## config.mk

```make
export PLATFORM = sky130hd
export DESIGN_NAME = debug_trace_buffer
export DESIGN_NICKNAME = d
export VERILOG_FILES = /design/src/rtl/debug_pkg.sv /design/src/rtl/trace_ram.sv /design/src/rtl/debug_trace_buffer.sv
export SDC_FILE = /design/constraint.sdc
export NUM_CORES = 1
export LEC_CHECK = 0
export ABC_AREA = 1
export CORE_MARGIN = 2
export CORE_UTILIZATION = 50
export DETAILED_ROUTE_END_ITERATION = 12
export HOLD_SLACK_MARGIN = 0.03
export PLACE_DENSITY_LB_ADDON = 0.2
export SYNTH_ARGS = -nofsm -noshare
export SYNTH_HDL_FRONTEND = slang
export SYNTH_SLANG_ARGS = --single-unit
```

## constraint.sdc

```tcl
create_clock -name clk -period 17.2 [get_ports clk]
set_input_delay 3.44 -clock clk [delete_from_list [all_inputs] [get_ports clk]]
set_output_delay 3.44 -clock clk [all_outputs]
set_load 0.05 [all_outputs]
```

## src/rtl/debug_pkg.sv

```systemverilog
// Shared definitions for the instruction trace buffer: FSM encoding and entry geometry.
package debug_pkg;

    typedef enum logic [1:0] {
        ST_IDLE  = 2'd0,
        ST_ARMED = 2'd1,
        ST_POST  = 2'd2,
        ST_DONE  = 2'd3
    } trace_state_t;

    localparam int unsigned FIELDS_PER_ENTRY = 3;

    // One entry packs {pc, instr, alu}, each XLEN wide.
    function automatic int unsigned entry_width(input int unsigned xlen);
        return FIELDS_PER_ENTRY * xlen;
    endfunction

endpackage

```

## src/rtl/trace_ram.sv

```systemverilog
// Trace storage: synchronous write, asynchronous read, contents never reset.
module trace_ram #(
    parameter int unsigned DEPTH = 16,
    parameter int unsigned WIDTH = 96
) (
    input  logic                     clk,
    input  logic                     we,
    input  logic [$clog2(DEPTH)-1:0] waddr,
    input  logic [WIDTH-1:0]         wdata,
    input  logic [$clog2(DEPTH)-1:0] raddr,
    output logic [WIDTH-1:0]         rdata
);

    logic [WIDTH-1:0] mem [DEPTH];

    always_ff @(posedge clk) begin
        if (we) begin
            mem[waddr] <= wdata;
        end
    end

    assign rdata = mem[raddr];

endmodule

```

## src/rtl/debug_trace_buffer.sv

```systemverilog
// Circular retire-trace buffer with PC-match trigger, post-trigger capture and
// oldest-first readout.
module debug_trace_buffer
    import debug_pkg::*;
#(
    parameter int unsigned XLEN       = 32,
    parameter int unsigned DEPTH      = 16,
    parameter int unsigned POST_DEPTH = 8
) (
    input  logic                     clk,
    input  logic                     rst_n,
    input  logic                     commit_valid,
    input  logic [XLEN-1:0]          pc_in,
    input  logic [XLEN-1:0]          instr_in,
    input  logic [XLEN-1:0]          alu_result_in,
    input  logic                     arm,
    input  logic                     trig_en,
    input  logic [XLEN-1:0]          trig_pc,
    input  logic                     rd_ready,
    output logic                     rd_valid,
    output logic [XLEN-1:0]          rd_pc,
    output logic [XLEN-1:0]          rd_instr,
    output logic [XLEN-1:0]          rd_alu,
    output logic [$clog2(DEPTH):0]   entries,
    output logic [1:0]               state_o,
    output logic                     trig_hit
);

    localparam int unsigned AW = $clog2(DEPTH);
    localparam int unsigned EW = entry_width(XLEN);
    localparam logic [AW:0]   CNT_FULL = (AW+1)'(DEPTH);
    localparam logic [AW:0]   CNT_ONE  = (AW+1)'(1);
    localparam logic [AW-1:0] POST_LD  = AW'(POST_DEPTH);
    localparam logic [AW-1:0] POST_ONE = AW'(1);

    trace_state_t  state, state_next;
    logic [AW-1:0] wr_ptr, wr_ptr_next;
    logic [AW:0]   cnt, cnt_next;
    logic [AW-1:0] post_cnt, post_next;
    logic          hit_next;
    logic          capture, trig_match, pop;
    logic [AW-1:0] rd_addr;
    logic [EW-1:0] rd_data;

    assign capture    = commit_valid && !arm && (state == ST_ARMED || state == ST_POST);
    assign trig_match = trig_en && (pc_in == trig_pc);
    assign rd_valid   = (state == ST_DONE) && (cnt != '0);
    assign pop        = rd_valid && rd_ready;
    // A full buffer has cnt low bits == 0, so the head lands on wr_ptr as required.
    assign rd_addr    = wr_ptr - cnt[AW-1:0];

    always_comb begin
        state_next  = state;
        wr_ptr_next = wr_ptr;
        cnt_next    = cnt;
        post_next   = post_cnt;
        hit_next    = trig_hit;
        if (capture) begin
            wr_ptr_next = wr_ptr + POST_ONE;
            if (cnt != CNT_FULL) begin
                cnt_next = cnt + CNT_ONE;
            end
        end
        unique case (state)
            ST_IDLE, ST_ARMED, ST_POST: begin
                if (arm) begin
                    state_next  = ST_ARMED;
                    wr_ptr_next = '0;
                    cnt_next    = '0;
                    post_next   = '0;
                    hit_next    = 1'b0;
                end else if (capture && state == ST_ARMED && trig_match) begin
                    hit_next   = 1'b1;
                    post_next  = POST_LD;
                    state_next = (POST_DEPTH == 0) ? ST_DONE : ST_POST;
                end else if (capture && state == ST_POST) begin
                    post_next = post_cnt - POST_ONE;
                    if (post_cnt == POST_ONE) begin
                        state_next = ST_DONE;
                    end
                end
            end
            ST_DONE: begin
                if (pop) begin
                    cnt_next = cnt - CNT_ONE;
                    if (cnt == CNT_ONE) begin
                        state_next = ST_IDLE;
                    end
                end else if (cnt == '0) begin
                    state_next = ST_IDLE;
                end
            end
        endcase
    end

    always_ff @(posedge clk or negedge rst_n) begin
        if (!rst_n) begin
            state    <= ST_IDLE;
            wr_ptr   <= '0;
            cnt      <= '0;
            post_cnt <= '0;
            trig_hit <= 1'b0;
        end else begin
            state    <= state_next;
            wr_ptr   <= wr_ptr_next;
            cnt      <= cnt_next;
            post_cnt <= post_next;
            trig_hit <= hit_next;
        end
    end

    trace_ram #(
        .DEPTH (DEPTH),
        .WIDTH (EW)
    ) u_ram (
        .clk   (clk),
        .we    (capture),
        .waddr (wr_ptr),
        .wdata ({pc_in, instr_in, alu_result_in}),
        .raddr (rd_addr),
        .rdata (rd_data)
    );

    assign rd_pc    = rd_data[3*XLEN-1:2*XLEN];
    assign rd_instr = rd_data[2*XLEN-1:XLEN];
    assign rd_alu   = rd_data[XLEN-1:0];
    assign entries  = cnt;
    assign state_o  = state;

endmodule

```

==> results.py <==
metrics = {
    "clocking": {
        "root_buffer": "clkbuf_16",
        "cts_hold_buf": 0,
        "cts_tree": "yes",
        "insertion_delay_ps": 760,
        "cts_num_sinks": 1552,
        "clockBufferDepth": 3,
        "postCtsSetupRepairBufs": 0,
        "cts-resized-gates": 0,
        "numCtsBuffers": 159,
        "cts.htree.levels": 4,
        "path_clk_slew_ps": 60,
    },
    "floorplanning": {
        "num_rows": 130,
        "pin_count": 239,
        "coreArea_um2": 125000,
        "die_h_um": 358,
        "initial_utilization_pct": 50.2,
        "die_x_um": 358,
        "dieArea_um2": 129000,
    },
    "setup_path": {
        "critical_path_peak_fanout": 211,
        "required_ps": 13760,
        "crit_type": "register to output pin",
        "worst_ep_arrival_time_ps": 6450,
        "end_kind": "output pin",
        "critPathMaxStageDelay_ps": 910,
        "crit_path_start_kind": "register",
        "path_cells": "ha_4, buf_4, buf_12, buf_4, mux2i_1, o211ai_1, nand2_1, o21ai_1, clkdlybuf4s50_1",
        "cp_common_cell": "buf_4",
        "slowest_stage": "buf_4",
    },
    "synth": {
        "synth_area_leader_cell": "edfxtp_1",
        "synth_top_cells_by_area": "edfxtp_1, mux2i_1, o211ai_1",
        "synth_area_um2": 62800,
        "synth_warnings": 0,
        "synth_flop_cell": "edfxtp_1",
        "ys_ff_latch": 1552,
        "async_flop_share_pct": 1.03,
        "synth.distinct_cells": 31,
        "syn_area_per_cell_um2": 14.5,
        "synthesis.nets": 4490,
        "ys_seq_area_share_pct": 74.0,
        "synth_cells": 4339,
        "synth_edf_count": 1536,
        "synth_largest_type_area_fraction_pct": 73.4,
    },
    "timing": {
        "skew_ps": 20.5,
        "fin_crit_sh_pct": 57.5,
        "setup_viol": 0,
        "worst_slew_pin_slew_ps": 1360,
        "slew_violations": 0,
        "final.setup.tns_ps": 0,
        "rsz0062_at_grt": "false",
        "hold_ws_ps": 531,
        "max_freq_mhz": 101,
        "slew_headroom_pct": 9.24,
        "period_minus_slack_ps": 9890,
        "hold_viol": 0,
    },
    "layout": {
        "drive_gt1_share_pct": 6.10,
        "fin_area_um2": 71300,
        "layout.nets": 4674,
        "areaGrowthSynthToFinish_pct": 13.5,
    },
    "grt": {
        "grt-ovfl-total": 0,
        "grt_pass1_vias": 35259,
        "grt_antenna_before_repair": 14,
        "grt_pass1_wl_mm": 223,
        "grt_use_total_pct": 23.5,
        "grt_max_degree": 224,
    },
    "routing": {
        "final_antenna_net_count": 0,
        "drc": 0,
        "drt-wirelength-per-cell_um": 24.0,
        "routed_wirelength_mm": 151,
        "dr.pass1.iters": 5,
        "via_count": 35957,
        "vias_per_cell": 5.71,
        "drt_iter0_markers": 3404,
    },
    "hold_path": {
        "hp-class": "register to register",
    },
    "placed_design": {
        "placed_area_um2": 66600,
        "port_buffers": 238,
        "gp_congestion": 0.766,
        "detailed_place_hpwl_mm": 73.0,
    },
    "flow_run": {
        "drv_cap": 0,
    },
    "status": {
        "status": "finished clean",
    },
}
==> through the flow <==
| step | worst slack (ps) | utilization, % | cells |
|---|---|---|---|
| 4_1_cts | 7200 | 57.0 | 6289 |
| 2_1_floorplan | 8660 | - | 4339 |
| 3_5_place_dp | 8030 | 53.2 | 6012 |
| 3_3_place_gp | 8070 | 53.2 | 6012 |
| 6_report | 7310 | 57.0 | 6296 |
| 5_1_grt | 6760 | 57.0 | 6294 |
==> synth_stat cells, types with 21 or more instances <==
| master | instances |
|---|---|
| o211ai_1 | 385 |
| nand2_1 | 188 |
| edfxtp_1 | 1536 |
| xnor2_1 | 22 |
| nor2_1 | 49 |
| o21ai_0 | 339 |
| clkbuf_1 | 149 |
| inv_1 | 433 |
| o21ai_1 | 157 |
| buf_6 | 24 |
| mux2i_1 | 384 |
| a21oi_1 | 391 |
| nand3_1 | 110 |
| buf_4 | 33 |
| buf_2 | 49 |
| buf_1 | 21 |
==> flip-flops by register name, indices dropped and copies added (netlist names) <==
name       count
entries        5
post_cnt       4
state_o        2
trig_hit       1
u_ram.mem   1536
wr_ptr         4
==> kinds of logic after synthesis <==
| group | share of synthesized area (%) |
|---|---|
| AOI/OAI and AO/OA | 11.7 |
| xor gates and xnor gates | 0.488 |
| adders and majority gates | 0.350 |
| buffers and inverters | 4.82 |
| DFF | 74.0 |
| muxes | 6.12 |
| and+or+nand+nor | 2.48 |
==> area by class of cell <==
type                            instances  area [µm²]
Sequential cell                      1552       46500
Antenna cell                            7        17.5
Timing Repair Buffer                  299        2890
Tap cell                             1650        2060
Fill cell                            9817       53700
Multi-Input combinational cell       2077       13500
Clock inverter                         71         460
Inverter                              434        1640
Clock buffer                          206        4280
==> cell usage in the layout, fill, tap and decap left out, drive strengths merged <==
cell type / Yosys / routed
nor3: 4 / 4
xnor2: 22 / 22
bufinv: 0 / 4
inv: 433 / 438
xor2: 13 / 13
edfxtp: 1536 / 1536
buf: 127 / 61
nor4: 1 / 1
clkinvlp: 0 / 4
or2: 3 / 3
nor2: 50 / 50
mux2i: 384 / 384
nor2b: 2 / 2
and2: 2 / 2
dfrtp: 16 / 16
diode: 0 / 7
ha: 16 / 16
a21oi: 391 / 391
a31oi: 1 / 1
fa: 1 / 1
clkinv: 1 / 59
o22ai: 2 / 2
nand3b: 2 / 2
nand2: 188 / 188
nand3: 110 / 110
nand4: 4 / 4
clkdlybuf4s50: 0 / 238
o21ai: 496 / 496
o211ai: 385 / 385
clkbuf: 149 / 206
==> layer usage <==
metal | GRT usage (%) | part of all wire [%] | vias up
li1 | - | - | 16621
met5 | 0 | 0.054 | -
met3 | 3.81 | 5.8 | 253
met1 | 31.6 | 43 | 18002
met2 | 38.7 | 48 | 1069
met4 | 8.99 | 3.1 | 12
==> path summary, 6_finish.rpt <==
| kind | startpoint | end | slack [ps] | depth (start not counted) |
|---|---|---|---|---|
| min in group asynchronous | rst_n | trig_hit | 3170 | 1 |
| min reg2reg | trig_hit | trig_hit | 530 | 2 |
| max reg2reg | state_o[0] | u_ram.mem[7][35] | 12620 | 7 |
| min | trig_hit | trig_hit | 530 | 2 |
| max | entries[0] | rd_pc[2] | 7310 | 9 |
| max in group asynchronous | rst_n | entries[3] | 13490 | 1 |
==> worst max-delay path, delay by kind of cell (launching register included) <==
kind | cells | cell delay, ps
AO/OA/AOI/OAI | 2 | 470
buffers and inverters | 4 | 3320
adder cells (fa/ha/maj) | 1 | 850
flip-flops | 1 | 500
AND/OR/NAND/NOR | 1 | 80
multiplexers | 1 | 180
Power is not shown: default switching activity piles up to over one toggle a cycle in this logic, so the estimate is an artifact.
